$ cat config.mk
export PLATFORM = sky130hd
export DESIGN_NAME = uart_rx_async
export DESIGN_NICKNAME = d
export VERILOG_FILES = /design/src/rtl/uart_pkg.sv /design/src/rtl/uart_rx_sync.sv /design/src/rtl/uart_rx_async.sv
export SDC_FILE = /design/constraint.sdc
export NUM_CORES = 1
export LEC_CHECK = 0
export ABC_AREA = 1
export CORE_MARGIN = 1
export CORE_UTILIZATION = 54
export DETAILED_ROUTE_END_ITERATION = 10
export PLACE_DENSITY = 0.9
export SYNTH_ARGS = -nofsm -noshare
export SYNTH_HDL_FRONTEND = slang
export SYNTH_SLANG_ARGS = --single-unit
$ cat constraint.sdc
create_clock -name clk -period 2 [get_ports clk]
set_input_delay 0.4 -clock clk [delete_from_list [all_inputs] [get_ports clk]]
set_output_delay 0.4 -clock clk [all_outputs]
set_load 0.005 [all_outputs]
$ cat src/rtl/uart_pkg.sv
// rtl/uart_pkg.sv - shared UART state codes and oversampling constants
package uart_pkg;

    typedef enum logic [2:0] {
        IDLE   = 3'd0,
        START  = 3'd1,
        DATA   = 3'd2,
        PARITY = 3'd3,
        STOP   = 3'd4
    } rx_state_t;

    typedef enum logic [2:0] {
        TX_IDLE   = 3'd0,
        TX_START  = 3'd1,
        TX_DATA   = 3'd2,
        TX_PARITY = 3'd3,
        TX_STOP   = 3'd4
    } tx_state_t;

    localparam logic [3:0] MID_START = 4'd7;
    localparam logic [3:0] MID_BIT   = 4'd15;

endpackage

$ cat src/rtl/uart_rx_sync.sv
// rtl/uart_rx_sync.sv - two-flop synchroniser for the serial input, resets to line idle (1)
module uart_rx_sync (
    input  logic clk,
    input  logic reset,
    input  logic d,
    output logic q
);

    logic meta;

    always_ff @(posedge clk) begin
        if (reset) begin
            meta <= 1'b1;
            q    <= 1'b1;
        end else begin
            meta <= d;
            q    <= meta;
        end
    end

endmodule

$ cat src/rtl/uart_rx_async.sv
// rtl/uart_rx_async.sv - 16x oversampling UART receiver with parity, framing and overflow flags
module uart_rx_async
    import uart_pkg::*;
#(
    parameter int RX_FIFO = 0
) (
    input  logic       clk,
    input  logic       reset,
    input  logic       baud_clock,
    input  logic       rx,
    input  logic       bit8,
    input  logic       parity_en,
    input  logic       odd_n_even,
    input  logic       read_rx_byte,
    input  logic       clear_parity_err,
    input  logic       clear_framing_err,
    input  logic       fifo_full,
    output logic [7:0] rx_byte,
    output logic       rx_ready,
    output logic       fifo_write,
    output logic       parity_err,
    output logic       framing_err,
    output logic       overflow,
    output logic       rx_idle
);

    rx_state_t  state, state_next;
    logic [3:0] sample_cnt, sample_cnt_next;
    logic [2:0] bit_cnt, bit_cnt_next;
    logic [7:0] shift_reg, shift_next;
    logic       parity_pend, parity_pend_next;
    logic       break_seen, break_next;
    logic       rx_s;
    logic       done;
    logic       stop_low;
    logic       ovf_set;
    logic [7:0] data_byte;
    logic [2:0] last_bit;

    uart_rx_sync u_sync (
        .clk   (clk),
        .reset (reset),
        .d     (rx),
        .q     (rx_s)
    );

    // 7-bit frames land in shift_reg[7:1]; realign so bit 7 reads 0
    assign data_byte = bit8 ? shift_reg : {1'b0, shift_reg[7:1]};
    assign last_bit  = bit8 ? 3'd7 : 3'd6;
    assign rx_idle   = (state == IDLE);
    assign ovf_set   = done && ((RX_FIFO != 0) ? fifo_full : (rx_ready && !read_rx_byte));

    always_ff @(posedge clk) begin
        if (reset) begin
            state       <= IDLE;
            sample_cnt  <= 4'd0;
            bit_cnt     <= 3'd0;
            shift_reg   <= 8'd0;
            parity_pend <= 1'b0;
            break_seen  <= 1'b0;
        end else begin
            state       <= state_next;
            sample_cnt  <= sample_cnt_next;
            bit_cnt     <= bit_cnt_next;
            shift_reg   <= shift_next;
            parity_pend <= parity_pend_next;
            break_seen  <= break_next;
        end
    end

    always_comb begin
        state_next       = state;
        sample_cnt_next  = sample_cnt;
        bit_cnt_next     = bit_cnt;
        shift_next       = shift_reg;
        parity_pend_next = parity_pend;
        break_next       = break_seen;
        done             = 1'b0;
        stop_low         = 1'b0;
        if (baud_clock) begin
            sample_cnt_next = sample_cnt + 4'd1;
            case (state)
                IDLE: begin
                    sample_cnt_next = 4'd0;
                    // after a break the line must go high before a new start bit counts
                    if (rx_s) begin
                        break_next = 1'b0;
                    end else if (!break_seen) begin
                        state_next = START;
                    end
                end
                START: begin
                    if (sample_cnt == MID_START) begin
                        sample_cnt_next = 4'd0;
                        if (!rx_s) begin
                            state_next       = DATA;
                            bit_cnt_next     = 3'd0;
                            parity_pend_next = 1'b0;
                        end else begin
                            state_next = IDLE;
                        end
                    end
                end
                DATA: begin
                    if (sample_cnt == MID_BIT) begin
                        shift_next   = {rx_s, shift_reg[7:1]};
                        bit_cnt_next = bit_cnt + 3'd1;
                        if (bit_cnt == last_bit) begin
                            state_next = parity_en ? PARITY : STOP;
                        end
                    end
                end
                PARITY: begin
                    if (sample_cnt == MID_BIT) begin
                        if (((^data_byte) ^ rx_s) != odd_n_even) begin
                            parity_pend_next = 1'b1;
                        end
                        state_next = STOP;
                    end
                end
                STOP: begin
                    if (sample_cnt == MID_BIT) begin
                        done       = 1'b1;
                        stop_low   = !rx_s;
                        break_next = !rx_s;
                        state_next = IDLE;
                    end
                end
                default: state_next = IDLE;
            endcase
        end
    end

    always_ff @(posedge clk) begin
        if (reset) begin
            rx_byte     <= 8'd0;
            rx_ready    <= 1'b0;
            fifo_write  <= 1'b0;
            parity_err  <= 1'b0;
            framing_err <= 1'b0;
            overflow    <= 1'b0;
        end else begin
            fifo_write <= done && (RX_FIFO != 0);
            if (done) begin
                rx_byte <= data_byte;
            end
            if (done && (RX_FIFO == 0)) begin
                rx_ready <= 1'b1;
            end else if (read_rx_byte) begin
                rx_ready <= 1'b0;
            end
            if (ovf_set) begin
                overflow <= 1'b1;
            end else if (read_rx_byte) begin
                overflow <= 1'b0;
            end
            if (done && parity_pend) begin
                parity_err <= 1'b1;
            end else if (clear_parity_err) begin
                parity_err <= 1'b0;
            end
            if (stop_low) begin
                framing_err <= 1'b1;
            end else if (clear_framing_err) begin
                framing_err <= 1'b0;
            end
        end
    end

endmodule

==> impl_metrics.py, run 1 <==
metrics = {
    "sta": {
        "period_needed_ps": 1948,
        "fmax_ghz": 0.5135,
        "hold_violations": 0,
        "slew_violations": 0,
        "fin_hold_ws_ps": 438.5,
        "setup_ws_ps": 52.49,
        "fin_skew_ps": 1.970,
        "period_share_pct": 97.38,
        "finalSetupViolCount": 0,
    },
    "setup_path": {
        "r2r-start": "sample_cnt[0]",
        "r2r-end": "state[1]",
        "critPathSlowestCell": "clkdlybuf4s50_1",
        "crit_buf_inv": 2,
        "rr_worst_depth": 10,
        "cp-start-kind": "flop",
        "worstSetupPathType": "flop to primary output",
        "rrSetupSlack_ps": 190,
        "path_max_fanout": 6,
        "cp-startpoint": "state[2]",
        "worstPathArrival_ps": 1550,
        "slowest_delay_ps": 500,
        "cpLargestDelayFamily": "buffers and inverters",
        "critical_path.cell_chain": "nor2_4 > nand2_2 > inv_1 > clkdlybuf4s50_1",
        "required_ps": 1600,
        "cp-end-kind": "primary output",
    },
    "route": {
        "drt-total-wl_microns": 3922,
        "first_pass_iters": 4,
        "wl_met2_microns": 1907,
        "vias": 1763,
        "antenna_left": 0,
        "drtIter0Drc": 91,
        "top_layer": "met4",
        "viasPerCell": 5.110,
        "wl_met3_microns": 196,
        "wire_per_inst_microns": 11.37,
        "drc": 0,
        "wl_met1_microns": 1767,
    },
    "finish": {
        "layout.cells.non_filler": 345,
        "nFillCells": 246,
        "drive_gt1_share_pct": 14.95,
        "antennaDiodeCount": 0,
        "area_growth_syn_to_layout_pct": 19.51,
        "final_net_count": 313,
        "fin_util_pct": 70.08,
    },
    "global_route": {
        "grt_overflow_total": 0,
        "grt_start_max_net_pins": 18,
        "first_global_vias": 1508,
        "antenna_found_initial": 0,
        "grt_usage_pct": 23.30,
        "grt_pass1_wl_microns": 6313,
    },
    "synthesis": {
        "yosys.area_share.simple_pct": 34.04,
        "syn_avg_cell_area_sq_um": 6.794,
        "synth-compound-area-share_pct": 16.71,
        "yosys_warnings": 0,
        "synth_seq_cells": 34,
        "synth_top_family_by_area": "simple AND/OR/NAND/NOR gates",
        "syn_nets": 283,
        "seq_area_frac_synth_pct": 37.11,
        "synth-adder-area-share_pct": 1.364,
        "synth_xor_xnor_area_share_pct": 0.4775,
        "ys_types": 33,
        "syn_inst": 270,
        "synthesis.area_sq_um": 1834,
        "synth_mux_area_share_pct": 0,
    },
    "floorplan": {
        "die_h_microns": 60.28,
        "die_area_sq_um": 3634,
        "fp.coreArea_sq_um": 3128,
        "std_cell_rows": 20,
        "start_util_pct": 58.64,
        "ios": 25,
        "dieWidth_microns": 60.28,
    },
    "pwr": {
        "p_switching_mw": 0.5880,
        "comb_power_share_pct": 29.5,
        "power_frac_seq_pct": 46.8,
        "peakVddDrop_mv": 0.3583,
        "power_mw": 1.681,
        "p_leak_nw": 0.9643,
        "power_density_nw_per_um2": 767.0,
        "p_int_mw": 1.093,
        "p_clk_share_pct": 23.7,
        "netSwitchingFraction_pct": 34.98,
    },
    "placed_design": {
        "portBuffers": 22,
        "pre_cts_slack_ps": -27.57,
        "gp_congestion": 0.9401,
        "dp_hpwl_microns": 2910,
        "placed_cells": 337,
    },
    "clock_network": {
        "cts_root_buf": "clkbuf_4",
        "clockBufferDepth": 2,
        "cts.sinks": 34,
        "tritoncts": "built",
        "htreeDepth": 2,
        "cts_hold_buf": 0,
        "clk_pin_slew_ps": 100,
        "cts_buffers": 5,
        "post_cts_buffers": 0,
        "clk-insertion-delay-late_ps": 340,
    },
    "flow_run": {
        "maxCapViolations": 0,
    },
    "hold_path": {
        "worstHoldPathCells": 1,
        "min_to": "u_sync.q",
        "hp-class": "flop to flop",
        "min_from": "u_sync.meta",
    },
    "outcome": {
        "status": "finished, final reports clean",
    },
}
[timing repair]
item                       4_1_cts  5_1_grt
pin swaps                        1        1
gates resized for setup          3        4
setup endpoints to repair        1        1
[cells in the mapped netlist (all sizes together)]
cell    number  area share, %
nor3         4            1.1
a21oi       19            5.8
conb         1           0.20
buf          6            2.9
nor3b        1            1.0
nand3       12            3.3
nand2       90             19
or2          2           0.68
inv         33            6.8
nor2        32            8.8
xor2         1           0.48
a31o         1           0.48
dfxtp       34             37
a221oi       1           0.48
a22oi        1           0.41
ha           2            1.4
nand4        1           0.34
o22ai        1           0.68
a211oi       8            3.5
o21ai       17            4.8
a311oi       1           0.48
clkbuf       2           0.41
[cell usage in the layout, fill, tap and decap left out, drive strengths merged]
cell type,n
a211oi,8
a21oi,19
a221oi,1
a22oi,1
a311oi,1
a31o,1
buf,9
clkbuf,7
clkdlybuf4s50,22
clkinv,1
conb,1
dfxtp,34
ha,2
inv,33
nand2,90
nand3,12
nand4,1
nor2,32
nor3,4
nor3b,1
o21ai,17
o22ai,1
or2,2
xor2,1
[worst register-to-register path, cell delays in order (launching register included)]
cell	delay, ps
dfxtp_1	370
ha_1	220
nand2_1	100
nor2_2	170
inv_2	90
nand3_1	110
nand2_1	100
nor3b_4	300
nand3_1	140
nand2_1	80
nor2_1	40
[worst max-delay path by stage]
stage,endpoint,slack [ps],cells past startpoint
2_1_floorplan,state[0],460,9
3_3_place_gp,state[1],10,10
3_5_place_dp,state[1],-30,10
4_1_cts,rx_idle,20,4
5_1_grt,rx_idle,-10,4
6_report,rx_idle,50,4
[kinds of logic after synthesis]
family / count (synthesis)
compound gates: 49
xor+xnor: 1
other cells: 1
flops: 34
simple gates: 142
fa+ha+maj: 2
buf+inv: 41
[power groups by stage]
stage	clock (mW)	sequential (mW)	combinational (mW)
3_3_place_gp	0	0.785	0.454
3_5_place_dp	0	0.786	0.477
2_1_floorplan	0	0.775	0.352
4_1_cts	0.404	0.774	0.488
5_1_grt	0.436	0.793	0.555
6_report	0.399	0.786	0.496
[stage by stage]
stage               setup TNS [ps]  area (sq um)
CTS                              0          2182
finish                           0          2192
global route                -11.65          2192
global placement                 0          2116
detailed placement          -45.01          2116
floorplan                        0          1834
[routing by layer]
metal | GRT usage [%] | vias to the layer above
li1 | - | 925
met1 | 27.89 | 788
met2 | 39.87 | 44
met3 | 4.329 | 6
met4 | 10.63 | 0
met5 | 0 | -
[cell type report]
type | instances | area, sq um | area share [%]
clock inverters | 1 | 5.005 | 0.2283
inverters | 33 | 123.9 | 5.651
multi-input cells | 195 | 978.4 | 44.63
well taps | 44 | 55.05 | 2.511
repair buffers | 31 | 287.8 | 13.13
clock buffers | 7 | 55.05 | 2.511
flip-flops and latches | 34 | 686.9 | 31.34
(Power assumes the default switching activity.)
==> run 2, diff against run 1 <==
==> constraint.sdc (replaced) <==
create_clock -name clk -period 2 [get_ports clk]
set_input_delay 0.4 -clock clk [delete_from_list [all_inputs] [get_ports clk]]
set_output_delay 0.4 -clock clk [all_outputs]
set_load 0.05 [all_outputs]
==> run 2 against run 1 <==
Compared with the run above: worst hold slack got worse by 8.1 ps; sequential power down 2%; first-iteration DRC count up 14%; final cell count unchanged; sequential cell count unchanged; routed wire length shrank 2.7%; clock-buffer cell count unchanged; design area shrank 0.29%; sequential share of layout area shrank 0.20 points; core utilization down 0.20 points; power increased by 3.1%; critical endpoint is now rx_ready; largest cell class unchanged; largest power group unchanged.
==> impl_metrics.py, run 2 (synthesis results as in run 1) <==
metrics = {
    "outcome": {
        "status": "finished, final reports clean",
    },
    "placed_design": {
        "portBuffers": 22,
        "dpl-instance-area_sq_um": 2126,
        "gp_congestion": 0.9313,
        "placed_cells": 337,
        "dp_hpwl_microns": 2928,
    },
    "route": {
        "drc": 0,
        "vias": 1791,
        "drtIter0Drc": 104,
        "viasPerCell": 5.191,
        "wire_per_inst_microns": 11.06,
        "drt-total-wl_microns": 3817,
        "first_pass_iters": 5,
        "antenna_left": 0,
    },
    "finish": {
        "antennaDiodeCount": 0,
        "fin_area_sq_um": 2186,
        "final_common_cell": "nand2_1",
        "final_net_count": 313,
        "area_growth_syn_to_layout_pct": 19.17,
        "nFillCells": 242,
        "drive_gt1_share_pct": 13.62,
        "layout.cells.non_filler": 345,
        "layout_common_cells": "nand2_1 (87), dfxtp_1 (34), inv_1 (27)",
    },
    "sta": {
        "period_needed_ps": 1930,
        "fin_tns_setup_ps": 0,
        "hold_violations": 0,
        "max_slew.worst_pin.slew_ps": 502.0,
        "fin_hold_ws_ps": 430.4,
        "rsz0062_at_grt": "no",
        "fmax_ghz": 0.5182,
        "slew_violations": 0,
        "finalSetupViolCount": 0,
        "max-slew-margin-rel_pct": 66.43,
        "fin_skew_ps": 3.747,
        "period_share_pct": 96.49,
    },
    "setup_path": {
        "required_ps": 1600,
        "critPathSlowestCell": "clkdlybuf4s50_1",
        "slowest_delay_ps": 810,
        "crit_buf_inv": 1,
        "cpLargestDelayFamily": "buffers and inverters",
        "cp-end-kind": "primary output",
        "rrSetupSlack_ps": 210,
        "cp-start-kind": "flop",
        "critical_path.cell_chain": "clkdlybuf4s50_1",
        "worstSetupPathType": "flop to primary output",
        "path_max_fanout": 3,
        "worstPathArrival_ps": 1530,
    },
    "floorplan": {
        "std_cell_rows": 20,
        "start_util_pct": 58.64,
        "die_h_microns": 60.28,
        "fp.coreArea_sq_um": 3128,
        "ios": 25,
        "die_area_sq_um": 3634,
        "dieWidth_microns": 60.28,
    },
    "clock_network": {
        "cts_buffers": 5,
        "cts_root_buf": "clkbuf_4",
        "cts_hold_buf": 0,
        "clk-insertion-delay-late_ps": 330,
        "cts_resized": 0,
        "clk_pin_slew_ps": 100,
        "cts.sinks": 34,
        "clockBufferDepth": 2,
        "post_cts_buffers": 0,
        "tritoncts": "built",
        "htreeDepth": 2,
    },
    "pwr": {
        "power_density_nw_per_um2": 793.3,
        "p_leak_nw": 0.9662,
        "peakVddDrop_mv": 0.3360,
    },
    "global_route": {
        "grt_overflow_total": 0,
        "antenna_found_initial": 0,
        "grt_usage_pct": 22.43,
        "grt_start_max_net_pins": 18,
        "first_global_vias": 1479,
        "grt_pass1_wl_microns": 6051,
    },
    "hold_path": {
        "hp-class": "flop to flop",
    },
    "flow_run": {
        "maxCapViolations": 0,
    },
}
-- run 2: worst paths after layout --
check	from	to	cells past startpoint
worst min-delay path	u_sync.meta	u_sync.q	1
worst max-delay path	rx_ready	rx_ready	1
worst min register to register	u_sync.meta	u_sync.q	1
worst max register to register	sample_cnt[1]	rx_byte[7]	10
-- run 2: power by group --
| group | switching, mW | leakage (nW) | internal, mW |
|---|---|---|---|
| clock network | 0.228 | 0.0353 | 0.170 |
| logic | 0.344 | 0.656 | 0.220 |
| registers | 0.0532 | 0.275 | 0.718 |
| total | 0.626 | 0.966 | 1.11 |
-- run 2: layer usage --
layer | track usage [%] | wire length (microns)
met1 | 26.29 | 1736
met2 | 38.15 | 1768
met3 | 7.143 | 252
met4 | 7.641 | 60
met5 | 0 | 0
-- run 2: metrics by stage --
stage               setup slack [ps]  total power, mW  utilization [%]
finish                         70.21            1.734            69.88
global route                   19.25            1.847            69.88
CTS                            75.24            1.746            69.88
detailed placement            -13.68            1.349            67.96
global placement               11.39            1.332            67.96
floorplan                      456.0            1.181                -
-- run 2: final cells by class --
cell class / instances / area [sq um] / area share [%]
Clock buffer: 7 / 55.05 / 2.519
Clock inverter: 1 / 5.005 / 0.2290
Inverter: 33 / 123.9 / 5.667
Multi-Input combinational cell: 195 / 968.4 / 44.30
Sequential cell: 34 / 680.7 / 31.14
Tap cell: 44 / 55.05 / 2.519
Timing Repair Buffer: 31 / 297.8 / 13.62
==> run 3, diff against run 2 <==
--- a/config.mk
+++ b/config.mk
@@ -6,6 +6,7 @@
 export NUM_CORES = 1
 export LEC_CHECK = 0
 export ABC_AREA = 1
+export CORE_ASPECT_RATIO = 0.6
 export CORE_MARGIN = 1
 export CORE_UTILIZATION = 54
 export DETAILED_ROUTE_END_ITERATION = 10
==> run 3 against run 2 <==
Compared with the run above: power up 6.5%; critical path depth increased by 9; via count increased by 2.3%; critical endpoint is now rx_byte[0]; largest power group unchanged.
==> impl_metrics.py, run 3 (synthesis results as in run 1) <==
metrics = {
    "outcome": {
        "status": "finished, final reports clean",
    },
    "placed_design": {
        "portBuffers": 22,
        "gp_congestion": 0.8458,
        "placed_cells": 340,
        "dp_hpwl_microns": 3215,
        "dpl-instance-area_sq_um": 2161,
    },
    "finish": {
        "area_growth_syn_to_layout_pct": 22.37,
        "antennaDiodeCount": 0,
        "final_net_count": 318,
        "layout_common_cells": "nand2_1 (87), dfxtp_1 (34), inv_1 (27)",
        "fin_area_sq_um": 2245,
        "final_common_cell": "nand2_1",
        "nFillCells": 239,
        "drive_gt1_share_pct": 15.41,
        "layout.cells.non_filler": 347,
    },
    "sta": {
        "fin_hold_ws_ps": 427.8,
        "max-slew-margin-rel_pct": 65.68,
        "hold_violations": 0,
        "period_share_pct": 94.72,
        "fin_skew_ps": 4.992,
        "fmax_ghz": 0.5279,
        "max_slew.worst_pin.slew_ps": 513.2,
        "slew_violations": 0,
        "period_needed_ps": 1894,
        "fin_tns_setup_ps": 0,
        "finalSetupViolCount": 0,
    },
    "floorplan": {
        "start_util_pct": 60.33,
        "std_cell_rows": 15,
        "fp.coreArea_sq_um": 3040,
        "die_h_microns": 47.15,
        "dieWidth_microns": 77.24,
        "die_area_sq_um": 3641,
        "ios": 25,
    },
    "pwr": {
        "p_leak_nw": 0.9980,
        "netSwitchingFraction_pct": 36.42,
        "peakVddDrop_mv": 0.4997,
        "power_mw": 1.846,
        "p_switching_mw": 0.6724,
        "p_int_mw": 1.174,
        "power_frac_seq_pct": 42.0,
        "power_density_nw_per_um2": 822.5,
        "comb_power_share_pct": 32.1,
        "p_clk_share_pct": 25.9,
    },
    "route": {
        "drc": 0,
        "first_pass_iters": 4,
        "wire_per_inst_microns": 12.69,
        "antenna_left": 0,
        "vias": 1832,
        "drtIter0Drc": 89,
        "viasPerCell": 5.280,
        "drt-total-wl_microns": 4405,
    },
    "clock_network": {
        "cts_buffers": 5,
        "clockBufferDepth": 2,
        "tritoncts": "built",
        "htreeDepth": 2,
        "clk-insertion-delay-late_ps": 280,
        "clk_pin_slew_ps": 70,
        "cts_hold_buf": 0,
        "cts_root_buf": "clkbuf_8",
        "cts.sinks": 34,
    },
    "global_route": {
        "antenna_found_initial": 0,
        "grt_pass1_wl_microns": 7127,
        "grt_overflow_total": 0,
        "met3_usage_pct": 7.767,
        "met1_usage_pct": 34.70,
        "use_met2_pct": 42.12,
        "first_global_vias": 1529,
        "grt_start_max_net_pins": 17,
        "grt-busiest-layer": "met2",
        "grt_usage_pct": 26.21,
    },
    "setup_path": {
        "r2r-start": "sample_cnt[0]",
        "worstSetupPathType": "flop to flop",
        "worstPathArrival_ps": 2080,
        "path_max_fanout": 7,
        "cp-startpoint": "sample_cnt[0]",
        "cp-start-kind": "flop",
        "cp-end-kind": "flop",
        "required_ps": 2190,
    },
    "flow_run": {
        "maxCapViolations": 0,
    },
    "hold_path": {
        "hp-class": "flop to flop",
        "min_from": "u_sync.meta",
    },
}
==> run 3: final cells by class <==
type / instances / area, sq um / share of cell area, %
multi-input cells: 195 / 973.4 / 43.37
flip-flops and latches: 34 / 680.7 / 30.32
repair buffers: 36 / 335.3 / 14.94
inverters: 33 / 123.9 / 5.518
clock buffers: 5 / 68.82 / 3.066
well taps: 42 / 52.55 / 2.341
clock inverters: 2 / 10.01 / 0.4459
==> run 3: power by group through the flow <==
stage                     clock, mW  combinational (mW)  sequential (mW)
final                         0.478               0.592            0.776
after global routing          0.518               0.639            0.780
after CTS                     0.482               0.584            0.773
after detailed placement          0               0.581            0.788
after global placement            0               0.556            0.786
after floorplan                   0               0.406            0.775
==> run 3: routing by layer <==
layer	routed length [microns]	part of all wire, %
met1	2071	47
met2	1912	43
met3	367	8.3
met4	54	1.2
met5	0	0
==> run 3: path summary, 6_finish.rpt <==
check,slack (ps),cells after the start,end
max reg2reg,110,10,rx_byte[0]
max,110,10,rx_byte[0]
min reg2reg,430,1,u_sync.q
min,430,1,u_sync.q
==> run 3: through the flow <==
stage	util [%]	worst slack (ps)
after floorplan	-	456.0
after global placement	71.07	-0.4357
after detailed placement	71.07	-54.07
after CTS	73.66	79.26
after global routing	73.83	-11.79
final	73.83	105.6
==> run 3: critical path: stages (launching register included) <==
cell      delay [ps]
dfxtp_1          360
ha_1             210
nand2_1           90
nor2_2           180
inv_2            100
nor2_2           140
inv_2            110
nor2_8           140
buf_4            180
nor2_1            80
a211oi_2         200
==> run 3: repair_timing <==
action / 4_1_cts / 5_1_grt
buffers inserted: 0 / 0
endpoints found under the setup margin: 0 / 2
gates resized for setup: 0 / 2
endpoints found under the hold margin: 0 / 0
